`config.mk`:
```
export PLATFORM = sky130hd
export DESIGN_NAME = uart_rx_core
export DESIGN_NICKNAME = d
export VERILOG_FILES = /design/src/rtl/uart_rx_core.sv
export SDC_FILE = /design/constraint.sdc
export NUM_CORES = 1
export LEC_CHECK = 0
export ABC_AREA = 1
export CAP_MARGIN = 20
export CORE_ASPECT_RATIO = 1.1
export CORE_UTILIZATION = 40
export DETAILED_ROUTE_END_ITERATION = 10
export PLACE_DENSITY_LB_ADDON = 0.25
export SLEW_MARGIN = 20
export SYNTH_ARGS = -nofsm -noshare
export SYNTH_HDL_FRONTEND = slang
export SYNTH_SLANG_ARGS = --single-unit
```
`constraint.sdc`:
```
create_clock -name clock -period 3.6 [get_ports clock]
set_input_delay 0.9 -clock clock [delete_from_list [all_inputs] [get_ports clock]]
set_output_delay 0.9 -clock clock [all_outputs]
set_load 0.005 [all_outputs]
```
`src/rtl/uart_rx_core.sv`:
```
// uart_rx_core: 8N1 UART receiver (LSB first, idle high) with a valid/ready dequeue port.
// Define UART_RX_FIFO_EN to replace the single holding register with a FIFO_DEPTH-entry FIFO.
module uart_rx_core #(
    parameter int CLOCK_FREQ = 100_000_000,
    parameter int BAUD_RATE  = 115_200,
    parameter int BAUD_DIV   = CLOCK_FREQ / BAUD_RATE,
    parameter int FIFO_DEPTH = 4
) (
    input  logic       clock,
    input  logic       reset_n,
    input  logic       io_rx,
    output logic       io_deq_valid,
    input  logic       io_deq_ready,
    output logic [7:0] io_deq_bits,
    output logic       io_frame_err,
    output logic       io_overrun,
    output logic       io_busy
);

    localparam int CNT_W = $clog2(BAUD_DIV);
    localparam logic [CNT_W-1:0] CNT_ONE   = CNT_W'(1);
    localparam logic [CNT_W-1:0] HALF_LAST = CNT_W'(BAUD_DIV / 2 - 1);
    localparam logic [CNT_W-1:0] FULL_LAST = CNT_W'(BAUD_DIV - 1);

    typedef enum logic [2:0] {
        ST_WAIT_IDLE = 3'd0,
        ST_IDLE      = 3'd1,
        ST_START     = 3'd2,
        ST_DATA      = 3'd3,
        ST_STOP      = 3'd4
    } state_e;

    logic             rx_meta_q;
    logic             rx_sync_q;
    logic             rx_s;
    state_e           state_q;
    logic [CNT_W-1:0] cnt_q;
    logic [2:0]       bit_idx_q;
    logic [7:0]       shift_q;
    logic             deliver_q;
    logic             frame_err_q;
    logic             busy_q;
    logic             overrun_q;

    // Two-flop synchronizer; resets to the idle line level.
    always_ff @(posedge clock or negedge reset_n) begin
        if (!reset_n) begin
            rx_meta_q <= 1'b1;
            rx_sync_q <= 1'b1;
        end else begin
            rx_meta_q <= io_rx;
            rx_sync_q <= rx_meta_q;
        end
    end

    assign rx_s = rx_sync_q;

    // Deframing FSM: baud counter, bit index, shift register and framing pulses.
    always_ff @(posedge clock or negedge reset_n) begin
        if (!reset_n) begin
            state_q     <= ST_WAIT_IDLE;
            cnt_q       <= '0;
            bit_idx_q   <= 3'd0;
            shift_q     <= 8'h00;
            deliver_q   <= 1'b0;
            frame_err_q <= 1'b0;
            busy_q      <= 1'b0;
        end else begin
            deliver_q   <= 1'b0;
            frame_err_q <= 1'b0;
            case (state_q)
                ST_WAIT_IDLE: begin
                    if (rx_s) begin
                        state_q <= ST_IDLE;
                        cnt_q   <= '0;
                    end
                end
                ST_IDLE: begin
                    if (!rx_s) begin
                        state_q <= ST_START;
                        cnt_q   <= '0;
                        busy_q  <= 1'b1;
                    end
                end
                ST_START: begin
                    if (cnt_q == HALF_LAST) begin
                        cnt_q <= '0;
                        // A line that is high again at mid-start was only a glitch.
                        if (rx_s) begin
                            state_q <= ST_IDLE;
                            busy_q  <= 1'b0;
                        end else begin
                            state_q   <= ST_DATA;
                            bit_idx_q <= 3'd0;
                        end
                    end else begin
                        cnt_q <= cnt_q + CNT_ONE;
                    end
                end
                ST_DATA: begin
                    if (cnt_q == FULL_LAST) begin
                        cnt_q     <= '0;
                        shift_q   <= {rx_s, shift_q[7:1]};
                        bit_idx_q <= bit_idx_q + 3'd1;
                        if (bit_idx_q == 3'd7) begin
                            state_q <= ST_STOP;
                        end
                    end else begin
                        cnt_q <= cnt_q + CNT_ONE;
                    end
                end
                ST_STOP: begin
                    if (cnt_q == FULL_LAST) begin
                        cnt_q  <= '0;
                        busy_q <= 1'b0;
                        if (rx_s) begin
                            state_q   <= ST_IDLE;
                            deliver_q <= 1'b1;
                        end else begin
                            state_q     <= ST_WAIT_IDLE;
                            frame_err_q <= 1'b1;
                        end
                    end else begin
                        cnt_q <= cnt_q + CNT_ONE;
                    end
                end
                default: begin
                    state_q <= ST_WAIT_IDLE;
                    cnt_q   <= '0;
                    busy_q  <= 1'b0;
                end
            endcase
        end
    end

`ifdef UART_RX_FIFO_EN
    localparam int AW = $clog2(FIFO_DEPTH);
    localparam logic [AW:0] PTR_ONE = (AW + 1)'(1);

    logic [7:0]  mem_q [FIFO_DEPTH];
    logic [AW:0] wr_ptr_q;
    logic [AW:0] rd_ptr_q;
    logic [AW:0] wr_ptr_d;
    logic [AW:0] rd_ptr_d;
    logic        empty_s;
    logic        full_s;
    logic        deq_s;
    logic        enq_s;

    // Occupancy from wrap-bit pointers; a full FIFO still accepts a byte when the head leaves.
    always_comb begin
        empty_s  = (wr_ptr_q == rd_ptr_q);
        full_s   = (wr_ptr_q[AW] != rd_ptr_q[AW]) && (wr_ptr_q[AW-1:0] == rd_ptr_q[AW-1:0]);
        deq_s    = !empty_s && io_deq_ready;
        enq_s    = deliver_q && (!full_s || deq_s);
        wr_ptr_d = enq_s ? (wr_ptr_q + PTR_ONE) : wr_ptr_q;
        rd_ptr_d = deq_s ? (rd_ptr_q + PTR_ONE) : rd_ptr_q;
    end

    // FIFO storage, pointers and overrun pulse.
    always_ff @(posedge clock or negedge reset_n) begin
        if (!reset_n) begin
            for (int i = 0; i < FIFO_DEPTH; i++) begin
                mem_q[i] <= 8'h00;
            end
            wr_ptr_q  <= '0;
            rd_ptr_q  <= '0;
            overrun_q <= 1'b0;
        end else begin
            if (enq_s) begin
                mem_q[wr_ptr_q[AW-1:0]] <= shift_q;
            end
            wr_ptr_q  <= wr_ptr_d;
            rd_ptr_q  <= rd_ptr_d;
            overrun_q <= deliver_q && full_s && !deq_s;
        end
    end

    assign io_deq_valid = !empty_s;
    assign io_deq_bits  = mem_q[rd_ptr_q[AW-1:0]];
`else
    logic       hold_valid_q;
    logic [7:0] hold_bits_q;
    logic       deq_s;

    assign deq_s = hold_valid_q && io_deq_ready;

    // Single holding register; a byte arriving while it is occupied and not draining is dropped.
    always_ff @(posedge clock or negedge reset_n) begin
        if (!reset_n) begin
            hold_valid_q <= 1'b0;
            hold_bits_q  <= 8'h00;
            overrun_q    <= 1'b0;
        end else begin
            overrun_q <= 1'b0;
            if (deliver_q) begin
                if (!hold_valid_q || deq_s) begin
                    hold_bits_q  <= shift_q;
                    hold_valid_q <= 1'b1;
                end else begin
                    overrun_q <= 1'b1;
                end
            end else if (deq_s) begin
                hold_valid_q <= 1'b0;
            end
        end
    end

    assign io_deq_valid = hold_valid_q;
    assign io_deq_bits  = hold_bits_q;
`endif

    assign io_frame_err = frame_err_q;
    assign io_overrun   = overrun_q;
    assign io_busy      = busy_q;

endmodule

```
==> impl_metrics.toml <==
[sta]
worst_pin_slew_ps = 846.1
final_number_of_max_transition_violations = 0
fin_crit_sh_pct = 57.11
setup_slack_ps = 1544
timing.slew.headroom_pct = 43.59
finalCriticalPeriod_ps = 2056
finalSetupTns_ps = 0
grt_setup_unrepaired = "false"
finClkSkew_ps = 6.679
fmax_mhz = 486.4
timing.final.hold_violations = 0
timing.final.setup_violations = 0

[drt]
drt_iter0_drc = 77
via_per_inst = 4.855
detail_route.wirelength_mm = 3.686
firstDrtPassIters = 4
met3RoutedLength_um = 114
m1WireLength_mm = 1.821
drtAntennaViolNets = 0
vias = 1510
wl_met2_mm = 1.689
post_drt_wl_per_cell_um = 11.85
drc = 0
highest_layer = "met4"

[floorplanning]
fp.coreArea_sq_um = 4684
design.portCount = 16
initial_core_util_pct = 42.09
die_area_sq_um = 5215
fp.dieH_um = 75.64
die-width_um = 68.95
placement_rows = 26

[worst_setup_path]
worstRegToRegCells = 10
cp-start-kind = "flip-flop"
rr_endpoint = "state_q[1]"
cp_slowest_stage_delay_ps = 510
regToRegSetupSlack_ps = 1990
cp_slowest_cell = "sky130_fd_sc_hd__clkdlybuf4s50_1"
timing.setup.critical_path_class = "flip-flop to output pin"
critical_path.cell_chain = "clkdlybuf4s50_1"
worst_ep_arrival_time_ps = 1160
critPathRequiredTime_ps = 2700
worstSetupEndpointType = "output pin"
critPathBufInv = 1
family_of_cells_with_the_greatest_summed_delay_on_the_critical_path = "buffers and inverters"
worst_r2r_src = "cnt_q[0]"
crit_path_max_fanout = 2

[global_route]
global_route_wire_length_before_repair_mm = 6.486
first_global_vias = 1419
globalRouteTotalUtil_pct = 17.00
number_of_antenna_violations_at_the_first_check_in_global_routing = 0
grt_start_max_net_pins = 40
globalRouteOverflowTotal = 0

[worst_hold_path]
hold_path_startpoint = "rx_meta_q"
worst_hold_path_type = "flip-flop to flip-flop"
worstHoldPathCells = 0
worstHoldEndpoint = "rx_s"

[yosys]
yosys.area.top_type_share_pct = 46.95
ys_seq_area_share_pct = 49.62
syn_nets = 244
synth.ff_latch_count = 39
ys.warnings.count = 0
post_synth.cell_area_avg_sq_um = 8.355
synth_top_cell_by_area = "sky130_fd_sc_hd__dfrtp_1"
synth_cell_type_count = 25
syn_area_sq_um = 1972
ys_top_cells_by_area = "sky130_fd_sc_hd__dfrtp_1 47%, sky130_fd_sc_hd__nand2_1 12%, sky130_fd_sc_hd__o21ai_0 4.8%"
instance_count_of_the_mapped_netlist = 236

[placed_design]
buffer_ports.inserted = 15
dpl_worst_slack_ps = 1348
routability_congestion_estimate = 0.9203
hpwl_mm = 2.628
dpl_cell_area_sq_um = 2161

[pwr]
leakagePower_uw = 0.001089
pwr-share-clk_pct = 24.0
p_comb_share_pct = 32.5
power.sequential.fraction_pct = 43.4
power-per-cell-area_nw_per_um2 = 532.2
internal-power_uw = 735.1
net-switching-power_uw = 458.9
vdd_drop_max_mv = 0.2883
switching_share_pct = 38.44

[final_layout]
diodes = 0
mostFrequentLayoutCell = "sky130_fd_sc_hd__nand2_1"
final_cell_area_sq_um = 2243
post_route_cells_drive_above_1_share_pct = 15.29
layout_common_cells = "64 x sky130_fd_sc_hd__nand2_1, 37 x sky130_fd_sc_hd__dfrtp_1, 25 x sky130_fd_sc_hd__inv_1"
fill_cells = 461
num-nets-final = 263
syn_to_final_growth_pct = 13.77

[clock_network]
insertion_delay_ps = 290
clock_sinks = 39
post-cts-setup-buffer-count = 0
clock_tree.buffer_depth = 2
worst_path_clk_slew_ps = 80
tritoncts_clock_tree = "built"
cts.htree.levels = 2
cts-buffers-inserted = 5
hold_buffers = 0
cts_repair_resize_count = 0
cts_root_buffer = "sky130_fd_sc_hd__clkbuf_8"

[flow_run]
max-cap-violations = 0

[run_status]
run_status = "complete, no violations"
cells by family after synthesis:
group                    share of synthesized area, %
AND/OR/NAND/NOR                                 30.14
multiplexers                                   0.5710
flip-flops                                      49.62
XOR/XNOR                                       0.8885
adder cells (fa/ha/maj)                         2.538
buffers and inverters                           7.614
AO/OA/AOI/OAI                                   8.630
per-stage QoR:
stage | total power [uW] | cells | utilization [%] | hold WS [ps]
after floorplan | 824.4 | 236 | - | 345.2
after global placement | 916.6 | 304 | 46.13 | 347.7
after detailed placement | 915.9 | 304 | 46.13 | 349.1
after CTS | 1208 | 311 | 47.89 | 360.7
after global routing | 1278 | 311 | 47.89 | 366.3
final | 1194 | 311 | 47.89 | 359.2
flip-flops by register name, indices dropped and copies added, names as in the netlist, 3 cells and up:
signal / flops
bit_idx_q: 3
io_deq_bits: 8
state_q: 3
shift_q: 8
cnt_q: 10
area by class of cell:
class / count / area [sq um] / share of cell area, %
sequential: 39 / 978.4 / 43.61
multi-input combinational: 161 / 843.3 / 37.59
timing repair buffer: 15 / 145.1 / 6.470
inverter: 33 / 123.9 / 5.521
tap: 56 / 70.07 / 3.123
clock buffer: 5 / 68.82 / 3.067
clock inverter: 2 / 13.76 / 0.6135
per-layer routing:
metal	track usage, %	vias to the layer above
li1	-	780
met1	22.80	702
met2	26.21	22
met3	4.491	6
met4	6.576	0
met5	0	-
Yosys cell counts:
| cell | instances |
|---|---|
| sky130_fd_sc_hd__nand2_1 | 64 |
| sky130_fd_sc_hd__dfrtp_1 | 37 |
| sky130_fd_sc_hd__inv_1 | 25 |
| sky130_fd_sc_hd__o21ai_0 | 19 |
| sky130_fd_sc_hd__nand3_1 | 16 |
| sky130_fd_sc_hd__nor2_1 | 15 |
| sky130_fd_sc_hd__inv_2 | 8 |
| sky130_fd_sc_hd__nand2_2 | 6 |
| sky130_fd_sc_hd__nor2_2 | 6 |
| sky130_fd_sc_hd__nand4_1 | 5 |
| sky130_fd_sc_hd__ha_1 | 4 |
| sky130_fd_sc_hd__nor3_1 | 4 |
| sky130_fd_sc_hd__o211ai_1 | 4 |
| sky130_fd_sc_hd__o21ai_1 | 4 |
| sky130_fd_sc_hd__nand2_4 | 3 |
| sky130_fd_sc_hd__buf_6 | 2 |
| sky130_fd_sc_hd__dfstp_2 | 2 |
| sky130_fd_sc_hd__nand3b_1 | 2 |
| sky130_fd_sc_hd__nor2_4 | 2 |
| sky130_fd_sc_hd__o21ai_2 | 2 |
| sky130_fd_sc_hd__xor2_1 | 2 |
| sky130_fd_sc_hd__clkbuf_1 | 1 |
| sky130_fd_sc_hd__mux2_2 | 1 |
| sky130_fd_sc_hd__nor2_8 | 1 |
| sky130_fd_sc_hd__o21bai_1 | 1 |
power groups by stage:
stage,Combinational (uW),Clock [uW],Sequential (uW)
3_5_place_dp,390,0,526
2_1_floorplan,306,0,518
4_1_cts,393,297,518
6_report,388,287,519
5_1_grt,438,316,524
3_3_place_gp,391,0,526
worst max path at each step:
| stage | cells after the start | startpoint | slack (ps) | to |
|---|---|---|---|---|
| after floorplan | 5 | io_deq_ready | 2000 | io_deq_bits[1] |
| after global placement | 5 | io_deq_ready | 1360 | io_deq_bits[0] |
| after detailed placement | 5 | io_deq_ready | 1350 | io_deq_bits[0] |
| after CTS | 1 | io_deq_bits[2] | 1520 | io_deq_bits[2] |
| after global routing | 1 | io_deq_bits[2] | 1490 | io_deq_bits[2] |
| final | 1 | io_deq_bits[2] | 1540 | io_deq_bits[2] |
(Power assumes the default switching activity.)
